File: src/rtl/sdrd_deserializer.sv
// sdrd_deserializer: samples the serial-read sequencer's SDRD line while the read
// window is open, assembles WIDTH-bit words and presents them to the host with a
// valid/ack handshake. Also flags overruns and partial words dropped on an idle timeout.
module sdrd_deserializer #(
    parameter int WIDTH        = 8,
    parameter int MSB_FIRST    = 1,
    parameter int IDLE_TIMEOUT = 15
) (
    input  logic             clk,
    input  logic             rst,
    input  logic             sser_n,
    input  logic             ba13,
    input  logic             ba12,
    input  logic             br_w,
    input  logic             sdrd_oe,
    input  logic             sdrd,
    input  logic             rd_ack,
    output logic [WIDTH-1:0] data_o,
    output logic             valid_o,
    output logic             ovr_o,
    output logic             abort_o,
    output logic             busy_o
);

    localparam int CNT_W = $clog2(WIDTH + 1);
    localparam int IDL_W = $clog2(IDLE_TIMEOUT + 1);
    localparam logic [CNT_W-1:0] LAST_CNT = CNT_W'(WIDTH - 1);
    localparam logic [IDL_W-1:0] LAST_IDL = IDL_W'(IDLE_TIMEOUT - 1);

    typedef enum logic {
        S_IDLE  = 1'b0,
        S_SHIFT = 1'b1
    } state_t;

    state_t             r_state;
    state_t             w_state_nxt;
    logic [CNT_W-1:0]   r_cnt;
    logic [CNT_W-1:0]   w_cnt_nxt;
    logic [IDL_W-1:0]   r_idle;
    logic [IDL_W-1:0]   w_idle_nxt;
    logic [WIDTH-1:0]   r_sh;
    logic [WIDTH-1:0]   w_sh_nxt;
    logic [WIDTH-1:0]   w_shifted;
    logic [WIDTH-1:0]   r_data;
    logic               r_valid;
    logic               r_ovr;
    logic               r_abort;
    logic               w_bit_en;
    logic               w_done;
    logic               w_timeout;

    assign w_bit_en = ~sser_n & ~ba13 & ba12 & br_w & sdrd_oe;

    // Shift register with the current sdrd bit inserted at the configured end
    always_comb begin
        if (MSB_FIRST != 0) begin
            w_shifted = {r_sh[WIDTH-2:0], sdrd};
        end else begin
            w_shifted = {sdrd, r_sh[WIDTH-1:1]};
        end
    end

    // Next-state logic: bit assembly, word completion and idle timeout
    always_comb begin
        w_state_nxt = r_state;
        w_cnt_nxt   = r_cnt;
        w_idle_nxt  = r_idle;
        w_sh_nxt    = r_sh;
        w_done      = 1'b0;
        w_timeout   = 1'b0;
        case (r_state)
            S_IDLE: begin
                if (w_bit_en) begin
                    w_sh_nxt    = w_shifted;
                    w_cnt_nxt   = CNT_W'(1);
                    w_idle_nxt  = '0;
                    w_state_nxt = S_SHIFT;
                end
            end
            S_SHIFT: begin
                if (w_bit_en) begin
                    w_idle_nxt = '0;
                    if (r_cnt == LAST_CNT) begin
                        // Last bit: the full word goes straight to data_o
                        w_done      = 1'b1;
                        w_sh_nxt    = '0;
                        w_cnt_nxt   = '0;
                        w_state_nxt = S_IDLE;
                    end else begin
                        w_sh_nxt  = w_shifted;
                        w_cnt_nxt = r_cnt + CNT_W'(1);
                    end
                end else if (r_idle == LAST_IDL) begin
                    // Window gap too long: drop the partial word
                    w_timeout   = 1'b1;
                    w_sh_nxt    = '0;
                    w_cnt_nxt   = '0;
                    w_idle_nxt  = '0;
                    w_state_nxt = S_IDLE;
                end else begin
                    w_idle_nxt = r_idle + IDL_W'(1);
                end
            end
            default: begin
                w_state_nxt = S_IDLE;
                w_cnt_nxt   = '0;
                w_idle_nxt  = '0;
                w_sh_nxt    = '0;
            end
        endcase
    end

    // State, counters and shift register
    always_ff @(posedge clk) begin
        if (rst) begin
            r_state <= S_IDLE;
            r_cnt   <= '0;
            r_idle  <= '0;
            r_sh    <= '0;
        end else begin
            r_state <= w_state_nxt;
            r_cnt   <= w_cnt_nxt;
            r_idle  <= w_idle_nxt;
            r_sh    <= w_sh_nxt;
        end
    end

    // Host-side word holding register and handshake/sticky flags
    always_ff @(posedge clk) begin
        if (rst) begin
            r_data  <= '0;
            r_valid <= 1'b0;
            r_ovr   <= 1'b0;
            r_abort <= 1'b0;
        end else begin
            if (w_done) begin
                r_data <= w_shifted;
            end
            if (w_done) begin
                r_valid <= 1'b1;
            end else if (rd_ack) begin
                r_valid <= 1'b0;
            end
            // An ack in the completion cycle consumes the old word, so nothing is lost
            if (w_done && r_valid && !rd_ack) begin
                r_ovr <= 1'b1;
            end else if (rd_ack) begin
                r_ovr <= 1'b0;
            end
            // A timeout in the same cycle as an ack is a new event and wins
            if (w_timeout) begin
                r_abort <= 1'b1;
            end else if (rd_ack) begin
                r_abort <= 1'b0;
            end
        end
    end

    assign data_o  = r_data;
    assign valid_o = r_valid;
    assign ovr_o   = r_ovr;
    assign abort_o = r_abort;
    assign busy_o  = (r_state == S_SHIFT);

endmodule

File: config.mk
export PLATFORM = sky130hd
export DESIGN_NAME = sdrd_deserializer
export DESIGN_NICKNAME = d
export VERILOG_FILES = /design/src/rtl/sdrd_deserializer.sv
export SDC_FILE = /design/constraint.sdc
export NUM_CORES = 1
export LEC_CHECK = 0
export CAP_MARGIN = 10
export CORE_ASPECT_RATIO = 0.6
export CORE_MARGIN = 1
export CORE_UTILIZATION = 25
export CTS_BUF_LIST = sky130_fd_sc_hd__clkbuf_8 sky130_fd_sc_hd__clkbuf_16
export DETAILED_ROUTE_END_ITERATION = 8
export PLACE_DENSITY_LB_ADDON = 0.1
export SETUP_SLACK_MARGIN = 0.15
export SLEW_MARGIN = 10
export SYNTH_ARGS = -nofsm -noshare
export SYNTH_HDL_FRONTEND = slang
export SYNTH_SLANG_ARGS = --single-unit
File: constraint.sdc
create_clock -name clk -period 2.1 [get_ports clk]
set_input_delay 0.315 -clock clk [delete_from_list [all_inputs] [get_ports clk]]
set_output_delay 0.315 -clock clk [all_outputs]
set_load 0.05 [all_outputs]
**Yosys cells after proc, flatten, opt, wreduce, memory -nomap -nowiden**

Index checks and enable logic that the tools add are counted.

- Bitwise operators: 7
- Equal/unequal tests: 4
- Reductions and logical operators: 7
- Add/sub/neg operators: 2
- Muxes and demuxes: 29

Operators by type and width:

| operator | number |
|---|---|
| $mux 4 | 7 |
| $mux 7 | 4 |
| $pmux 4 s2 | 2 |
| $mux 1 | 14 |
| $pmux 7 s2 | 1 |
| $add 4x1->4 const B | 2 |
| $reduce_bool 2->1 | 3 |
| $and 1x1->1 | 4 |
| $eq 4x3->1 const B | 1 |
| $eq 4x4->1 const B | 1 |
| $ne 3x1->1 const B | 1 |
| $not 1->1 | 3 |
| $logic_and 1x1->1 | 2 |
| $ne 2x2->1 const B | 1 |
| $pmux 1 s2 | 1 |
| $reduce_and 2->1 | 1 |
| $logic_not 1->1 | 1 |

- Output and inout port bits: 12
- Register bits after elaboration: 27
- Input port bits: 9
- Word-level logic and storage cells: 57

**Depth between registers and ports, before layout**

Gate-level depths: netlist of the first run.

- Depth after elaboration: 10
- Mapped depth: 6
- Mapped depth without buffers: 5

**Worst setup path after synthesis of the first run**

No wires, ideal clock.

- Kind: register to register
- Start point: register r_state (netlist: busy_o)
- End point: register r_data[0] (netlist: data_o[0])
- Setup slack: 0.330 ns
- Path buffers: 1
- Arrival time: 1.699 ns
- Required time: 2.028 ns
- Cell stages (with the launch flop): 5
- Setup time: 0.072 ns
- Clock period less this slack: 1.770 ns
- Path through: dfxtp_1 nand4b_1 nor3_1 buf_4 mux2i_1

- Cells in the longest elaborated chain, start to end: 1

RTL lines:

| item | RTL line | RTL |
|---|---|---|
| start, declared | 35 | `state_t r_state;` |
| start signal, assigned | 121 | `r_state <= w_state_nxt;` |
| $mux 1 | 71 | `case (r_state)` |
| end signal, assigned | 137 | `r_data <= w_shifted;` |
| end, declared | 44 | `logic [WIDTH-1:0] r_data;` |

No other way between the ends.
A chain may end at the register's enable or synchronous reset.

**Final worst setup path of the first run**

- Start point: register r_data[7] (netlist: data_o[7])
- End point: output data_o[7]

RTL lines:

| item | RTL line | RTL |
|---|---|---|
| end, declared | 18 | `output logic [WIDTH-1:0] data_o,` |

No word-level cell between the ends.

==> metrics.md, run 1 <==
| Metric | Value |
|---|---|
| Outcome | finished clean |
| Reg-to-reg setup timing slack | 0.44 ns |
| Element type at the critical path start | flip-flop |
| RR Startpoint | busy_o$_SDFF_PP0_ |
| Buffers inserted by post-CTS timing repair | 0 |
| Worst ir drop on vdd | 0.1806 mV |
| Routed length per placed instance | 13.74 um |
| Internal portion of total power | 679.3 uW |
| Number of instances on the worst hold path | 2 |
| Hold_sp | data_o[4]$_SDFFE_PP0P_ |
| Net switching power | 216.4 uW |
| Synth area leaders | dfxtp_1 42%, nand2b_1 8.3%, mux2i_1 7.1% |
| Path depth of the worst reg2reg path | 4 |
| Number of fill cells | 494 |
| Global routing usage on met1 | 17.38% |
| Clock H-tree levels | 1 |
| Count of warnings emitted by yosys | 0 |
| Top Family by Delay on Critical Path | buffers and inverters |
| Final-layout setup total negative slack | 0 ns |
| Global-route wire length before repair | 5.202 mm |
| Layout cells sized above 1 | 9.259% |
| Count of boundary I/O pins | 21 |
| Unrepaired setup endpoints after global routing | no |
| Num CTS Buffers | 3 |
| Count of maximum capacitance violations | 0 |
| Clock transition at path regs | 0.11 ns |
| Die X | 94.24 um |
| Least-Margin Pin Slew | 0.5153 ns |
| Switching share of power | 24.16% |
| Overall via count from detail_route | 1157 |
| Share of the clock period used by the worst path after layout | 84.28% |
| Top cells by count, synth | 27 x dfxtp_1, 17 x nand2b_1, 12 x a21oi_1 |
| Final setup vio count | 0 |
| Leak Pwr | 0.5064 nW |
| Net count of the finished layout | 175 |
| Number of pins with negative max-slew slack in the final report | 0 |
| Crit path DAT | 1.45 ns |
| Met3 GRT Util | 3.333% |
| Series of cell instances along the critical path | clkdlybuf4s50_1 |
| Cell with the largest stage delay on the worst path | clkdlybuf4s50_1 |
| Standard cell core area | 4731 sq um |
| Total global routing overflow | 0 |
| Final instance area | 1627 sq um |
| Router iterations before antenna repair | 4 |
| Share of synthesized area occupied by flip-flops and latches | 42.35% |
| Std cell rows | 19 |
| Fraction of power consumed by sequential logic | 57.7% |
| Most used routing layer in global routing | met2 |
| Share of flip-flops with an asynchronous set or reset | 0% |
| Worst setup path class | flip-flop to output port |
| Remaining design rule violation count | 0 |
| Layout overhead on the synthesized area | 27.45% |
| Total of buffers placed on input and output ports | 20 |
| Sink of the worst hold path | data_o[4]$_SDFFE_PP0P_ |
| Largest net degree at the start of global routing | 29 |
| Routed Antenna Nets | 0 |
| Last weighted congestion value of the routability-driven placer | 0.7732 |
| Cell with the most instances after synthesis | dfxtp_1 |
| Fin. Hold Viols | 0 |
| Tmin final | 1.770 ns |
| Number of antenna violations at the first check in global routing | 0 |
| PD cells | 550.7 nW/um^2 |
| Required arrival time at the worst endpoint | 1.78 ns |
| Global router's overall resource usage | 12.66% |
| Post-synth EDFFs | 0 |
| Final Routed Wirelength | 3.092 mm |
| Combinational Power Share | 7.1% |
| Synthesized instance count | 142 |
| Maximum operating frequency | 0.5650 GHz |
| Starting density of the core | 26.98% |
| Synthesized flop and latch total | 27 |
| Number of DRC markers after the initial detailed-route iteration | 78 |
| FF-to-FF End | data_o[7]$_SDFFE_PP0P_ |
| Largest fanout on the critical path | 2 |
| CTS Hold Bufs | 0 |
| Bufs on Longest Clock Path | 2 |
| Part of the power in the clock network | 35.2% |
| Floorplan die area | 5404 sq um |
| Synthesized area | 1276 sq um |
| Total power | 895.7 uW |
| Worst Setup End Kind | output port |
| Final clock skew | 0.01052 ns |
| Top flip-flop cell by instance count after synthesis | dfxtp_1 |
| Post-cts resize count | 0 |
| Worst slew margin | 65.60% |
| Placed Instance Area | 1578 sq um |
| Chip height | 57.35 um |
| Synth Net Count | 154 |
| Synthesized area per cell | 8.987 sq um |
| CTS root buffer | clkbuf_8 |
| Clock latency at the later pin of the worst-skew pair | 0.28 ns |
| Post-synth top area share | 42.35% |
| Cell type with the largest total area after synthesis | dfxtp_1 |
| Vias per cell | 5.142 |
| Global routing usage on met2 | 18.22% |
| Number of distinct library cells after synthesis | 31 |
| TritonCTS sink count | 27 |
| Clock tree from TritonCTS | yes |
| Final HPWL from detailed placement | 2.107 mm |
| Hold Crit Class | flip-flop to flip-flop |
| Vias in the first global route | 1070 |
| CP max stage delay | 0.81 ns |
| Buffer and inverter count on the worst path | 1 |
| Antenna diode count | 0 |
-- registers in the layout, indices dropped and copies added (netlist names) --
signal,cells
busy_o,1
valid_o,1
r_cnt,4
r_sh,7
abort_o,1
data_o,8
ovr_o,1
r_idle,4
-- layout make-up --
class / instances / area (sq um) / area share [%]
clock inverters: 1 / 7.507 / 0.4615
repair buffers: 27 / 262.8 / 16.15
flip-flops and latches: 27 / 540.5 / 33.23
inverters: 3 / 11.26 / 0.6923
multi-input cells: 101 / 684.4 / 42.08
well taps: 63 / 78.83 / 4.846
clock buffers: 3 / 41.29 / 2.538
-- metrics by stage --
| stage | hold slack [ns] | setup slack, ns | utilization [%] | instances |
|---|---|---|---|---|
| floorplan | 0.4524 | 0.3297 | - | 142 |
| global placement | 0.4599 | 0.1883 | 33.35 | 221 |
| detailed placement | 0.4650 | 0.1375 | 33.35 | 221 |
| CTS | 0.4819 | 0.3020 | 34.38 | 225 |
| global route | 0.4919 | 0.2713 | 34.38 | 225 |
| finish | 0.4774 | 0.3302 | 34.38 | 225 |
-- tightest hold or removal path: cells and delay by family, from the launching register on --
family	cells	cell delay, ns
AND/OR/NAND/NOR	1	0.06
flip-flops	1	0.33
multiplexers	1	0.05
-- power groups by stage --
stage          sequential (mW)  clock, mW  combinational (mW)
4_1_cts                  0.516      0.322              0.0639
3_3_place_gp             0.528          0              0.0628
5_1_grt                  0.517      0.343              0.0693
3_5_place_dp             0.528          0              0.0640
6_report                 0.516      0.315              0.0639
2_1_floorplan            0.528          0              0.0317
-- kinds of logic after synthesis --
logic type / count (synthesis) / share of synthesized area [%]
AND/OR/NAND/NOR: 56 / 26.27
flip-flops: 27 / 42.35
buffers and inverters: 14 / 4.412
adder cells (fa/ha/maj): 3 / 2.941
multiplexers: 9 / 7.059
AO/OA/AOI/OAI: 33 / 16.96
-- metal layers --
| metal | wire length, um | vias to the layer above |
|---|---|---|
| met2 | 1310 | 30 |
| met1 | 1562 | 556 |
| met4 | 90 | 0 |
| met3 | 128 | 8 |
| li1 | - | 563 |
| met5 | 0 | - |
-- how the worst max path moves through the flow --
stage / end / start / slack [ns] / cells past startpoint
after floorplan: data_o[0]$_SDFFE_PP0P_ / busy_o$_SDFF_PP0_ / 0.33 / 4
after global placement: r_cnt[2]$_SDFFE_PP0P_ / ba12 / 0.19 / 4
after detailed placement: data_o[7]$_SDFFE_PP0P_ / ba12 / 0.14 / 5
after CTS: data_o[7] / data_o[7]$_SDFFE_PP0P_ / 0.30 / 1
after global routing: valid_o / valid_o$_SDFFE_PP0P_ / 0.27 / 1
final: data_o[7] / data_o[7]$_SDFFE_PP0P_ / 0.33 / 1
-- layout by cell type (no fill, tap or decap), types with 3 or more instances in the layout --
cell / n
ha_1: 3
o211ai_1: 10
clkbuf_8: 3
a21oi_1: 12
mux2i_1: 9
inv_1: 3
nor2b_1: 3
nand3_1: 4
dfxtp_1: 27
nand2_1: 4
nand2b_1: 17
clkdlybuf4s50_1: 19
nor2_1: 4
buf_4: 7
nand4_1: 11
(Power assumes the default switching activity.)
==> run 2: changes to the inputs <==
- clock period: 2.1 -> 1.56 ns (I/O delays scaled with it)
==> run 2 against run 1 <==
  * Critical path depth is 3 higher
  * Wire length is 5.9% higher
  * Clock skew is 0.0069 ns lower
  * Sequential share of layout area is 1.2 points lower
  * Global-route usage is 0.32 points higher
  * Worst setup slack worse by 0.13 ns
  * Largest power group unchanged
  * Highest routed layer unchanged
==> metrics.md, run 2 (synthesis results as in run 1) <==
| Metric | Value |
|---|---|
| Largest fanout on the critical path | 6 (+4) |
| Global router's overall resource usage | 12.98% (+0.32 points) |
| Num CTS Buffers | 3 (unchanged) |
| Part of the power in the clock network | 33.4% (-1.8 points) |
| Vias in the first global route | 1109 (+3.6%) |
| Router iterations before antenna repair | 4 (unchanged) |
| Net count of the finished layout | 186 (+6.3%) |
| Largest net degree at the start of global routing | 26 (-10%) |
| Clock latency at the later pin of the worst-skew pair | 0.27 ns (about the same) |
| Last weighted congestion value of the routability-driven placer | 0.7559 (-2.2%) |
| Combinational Power Share | 8.3% (+1.2 points) |
| Leak Pwr | 0.6005 nW (+19%) |
| Post-route worst hold slack | 0.4741 ns (-0.003251 ns) |
| Total global routing overflow | 0 (unchanged) |
| Reg-to-reg setup timing slack | 0.25 ns (-0.19 ns) |
| Util after Layout | 36.55% (+2.2 points) |
| Final instance area | 1729 sq um (+6.3%) |
| Required arrival time at the worst endpoint | 1.77 ns (about the same) |
| Global-route wire length before repair | 5.368 mm (+3.2%) |
| Floorplan die area | 5404 sq um (unchanged) |
| Sink of the worst hold path | abort_o$_SDFFE_PP0P_ |
| Number of fill cells | 484 (-2.0%) |
| Worst setup path class | input pin to flip-flop |
| Clock transition at path regs | 0.09 ns (-0.02 ns) |
| Crit path DAT | 1.57 ns (+0.12 ns) |
| Final clock skew | 0.003641 ns (-0.006882 ns) |
| Unrepaired setup endpoints after global routing | yes |
| Final-layout setup total negative slack | 0 ns (unchanged) |
| Starting density of the core | 26.98% (unchanged) |
| Chip height | 57.35 um (unchanged) |
| Placed Instance Area | 1634 sq um (+3.6%) |
| Total of buffers placed on input and output ports | 20 (unchanged) |
| Number of instances on the worst hold path | 2 (unchanged) |
| Number of antenna violations at the first check in global routing | 0 (unchanged) |
| Fraction of power consumed by sequential logic | 58.2% (+0.5 points) |
| Number of DRC markers after the initial detailed-route iteration | 65 (-17%) |
| Number of pins with negative max-slew slack in the final report | 0 (unchanged) |
| Final Routed Wirelength | 3.275 mm (+5.9%) |
| Worst slew margin | 84.27% (+19 points) |
| Worst Setup End Kind | flip-flop |
| Max reg flops | 8 (unchanged) |
| Clock tree from TritonCTS | yes |
| # placed instances | 228 (+3.2%) |
| Routed Antenna Nets | 0 (unchanged) |
| Std cell rows | 19 (unchanged) |
| Worst setup slack before clock tree synthesis | -0.3282 ns (-0.4657 ns) |
| Standard cell core area | 4731 sq um (unchanged) |
| Maximum operating frequency | 0.7358 GHz |
| Sequential cell area in the final layout | 553.0 sq um (+2.3%) |
| Commonest cells after routing, fill and taps aside | 26 x buf_4, 23 x dfxtp_1, 17 x nand2b_1 |
| Internal portion of total power | 913.7 uW (+35%) |
| Final HPWL from detailed placement | 2.242 mm (+6.4%) |
| Worst ir drop on vdd | 0.3319 mV (+84%) |
| Fin. Hold Viols | 0 (unchanged) |
| Multi-input combinational cell area | 706.9 sq um (+3.3%) |
| Remaining design rule violation count | 0 (unchanged) |
| Overall via count from detail_route | 1171 (+1.2%) |
| Element type at the critical path start | input pin |
| Tmin final | 1.359 ns |
| Clock H-tree levels | 1 (unchanged) |
| Bufs on Longest Clock Path | 2 (unchanged) |
| Layout cells sized above 1 | 24.86% (+16 points) |
| Vias per cell | 4.962 (-3.5%) |
| TritonCTS sink count | 27 (unchanged) |
| PD cells | 685.3 nW/um^2 (+24%) |
| Share of the clock period used by the worst path after layout | 87.12% |
| Layout overhead on the synthesized area | 35.49% |
| Net switching power | 271.4 uW (+25%) |
| Fin cells | 236 (+4.9%) |
| Die X | 94.24 um (unchanged) |
| Hold Crit Class | flip-flop to flip-flop |
| CTS Hold Bufs | 0 (unchanged) |
| RR Startpoint | r_idle[0]$_SDFFE_PP0P_ |
| Most frequent standard cell in the layout excluding fill and tap cells | buf_4 |
| Count of boundary I/O pins | 21 (unchanged) |
| Routed length per placed instance | 13.88 um (+0.98%) |
| Switching share of power | 22.90% (-1.3 points) |
| CTS root buffer | clkbuf_8 |
| Total power | 1.185 mW (+32%) |
| Least-Margin Pin Slew | 0.2360 ns (-0.2793 ns) |
| Path depth of the worst reg2reg path | 6 (+2) |
| Worst-case setup margin in the final layout | 0.2010 ns (-0.1292 ns) |
| Outcome | finished clean |
| Hold_sp | abort_o$_SDFFE_PP0P_ |
| FF-to-FF End | r_cnt[2]$_SDFFE_PP0P_ |
| Antenna diode count | 0 (unchanged) |
| Count of maximum capacitance violations | 0 (unchanged) |
| Final setup vio count | 0 (unchanged) |
==> run 2: changes by cell type in the layout (fill, tap and decap cells not counted), moves of 2 or more <==
cell	previous run	this run
dlygate4sd2_1	0	3
buf_4	7	26
buf_6	0	2
clkdlybuf4s50_1	19	5
dfxtp_4	0	3
dfxtp_1	27	23
==> run 2: final cells by class <==
type	instances	area share, %
repair buffers	38	19.32
clock inverters	1	0.2171
inverters	3	0.6512
clock buffers	3	2.388
well taps	63	4.559
multi-input cells	101	40.88
flip-flops and latches	27	31.98
==> run 2: power by group through the flow <==
stage	Combinational (mW)	Sequential [mW]	Clock, mW
after floorplan	0.0431	0.710	0
after global placement	0.0944	0.710	0
after detailed placement	0.0956	0.711	0
after CTS	0.0951	0.694	0.417
after global routing	0.106	0.691	0.447
final	0.0989	0.690	0.396
==> run 2: metal layers <==
metal | vias up | track usage, % | share of wire [%]
met5 | - | 0 | 0
met4 | 0 | 3.297 | 0.73
met3 | 2 | 3.733 | 5.0
met2 | 28 | 20.70 | 46
met1 | 560 | 17.28 | 49
li1 | 581 | - | -
==> run 2: worst max-delay path by stage <==
stage               slack (ns)                   start                endpoint  cells past startpoint
floorplan                 0.13   r_cnt[1]$_SDFFE_PP0P_  data_o[0]$_SDFFE_PP0P_                      5
global placement         -0.28                    ba12   r_cnt[2]$_SDFFE_PP0P_                      4
detailed placement       -0.33                    ba12   r_cnt[2]$_SDFFE_PP0P_                      4
CTS                       0.16                  sser_n   r_cnt[3]$_SDFFE_PP0P_                      4
global route              0.13  r_idle[0]$_SDFFE_PP0P_   r_cnt[2]$_SDFFE_PP0P_                      6
finish                    0.20                    ba13   r_cnt[3]$_SDFFE_PP0P_                      4
==> run 2: critical path: stages <==
cell and delay [ns]:
dlygate4sd2_1 0.24, or3b_4 0.44, or4_4 0.49, o22ai_2 0.16
==> run 2: timing repair <==
action                     in CTS  in global routing
setup endpoints to repair      16                 14
pin swaps                       6                  2
resized for setup               4                  6
setup buffers                   1                  3
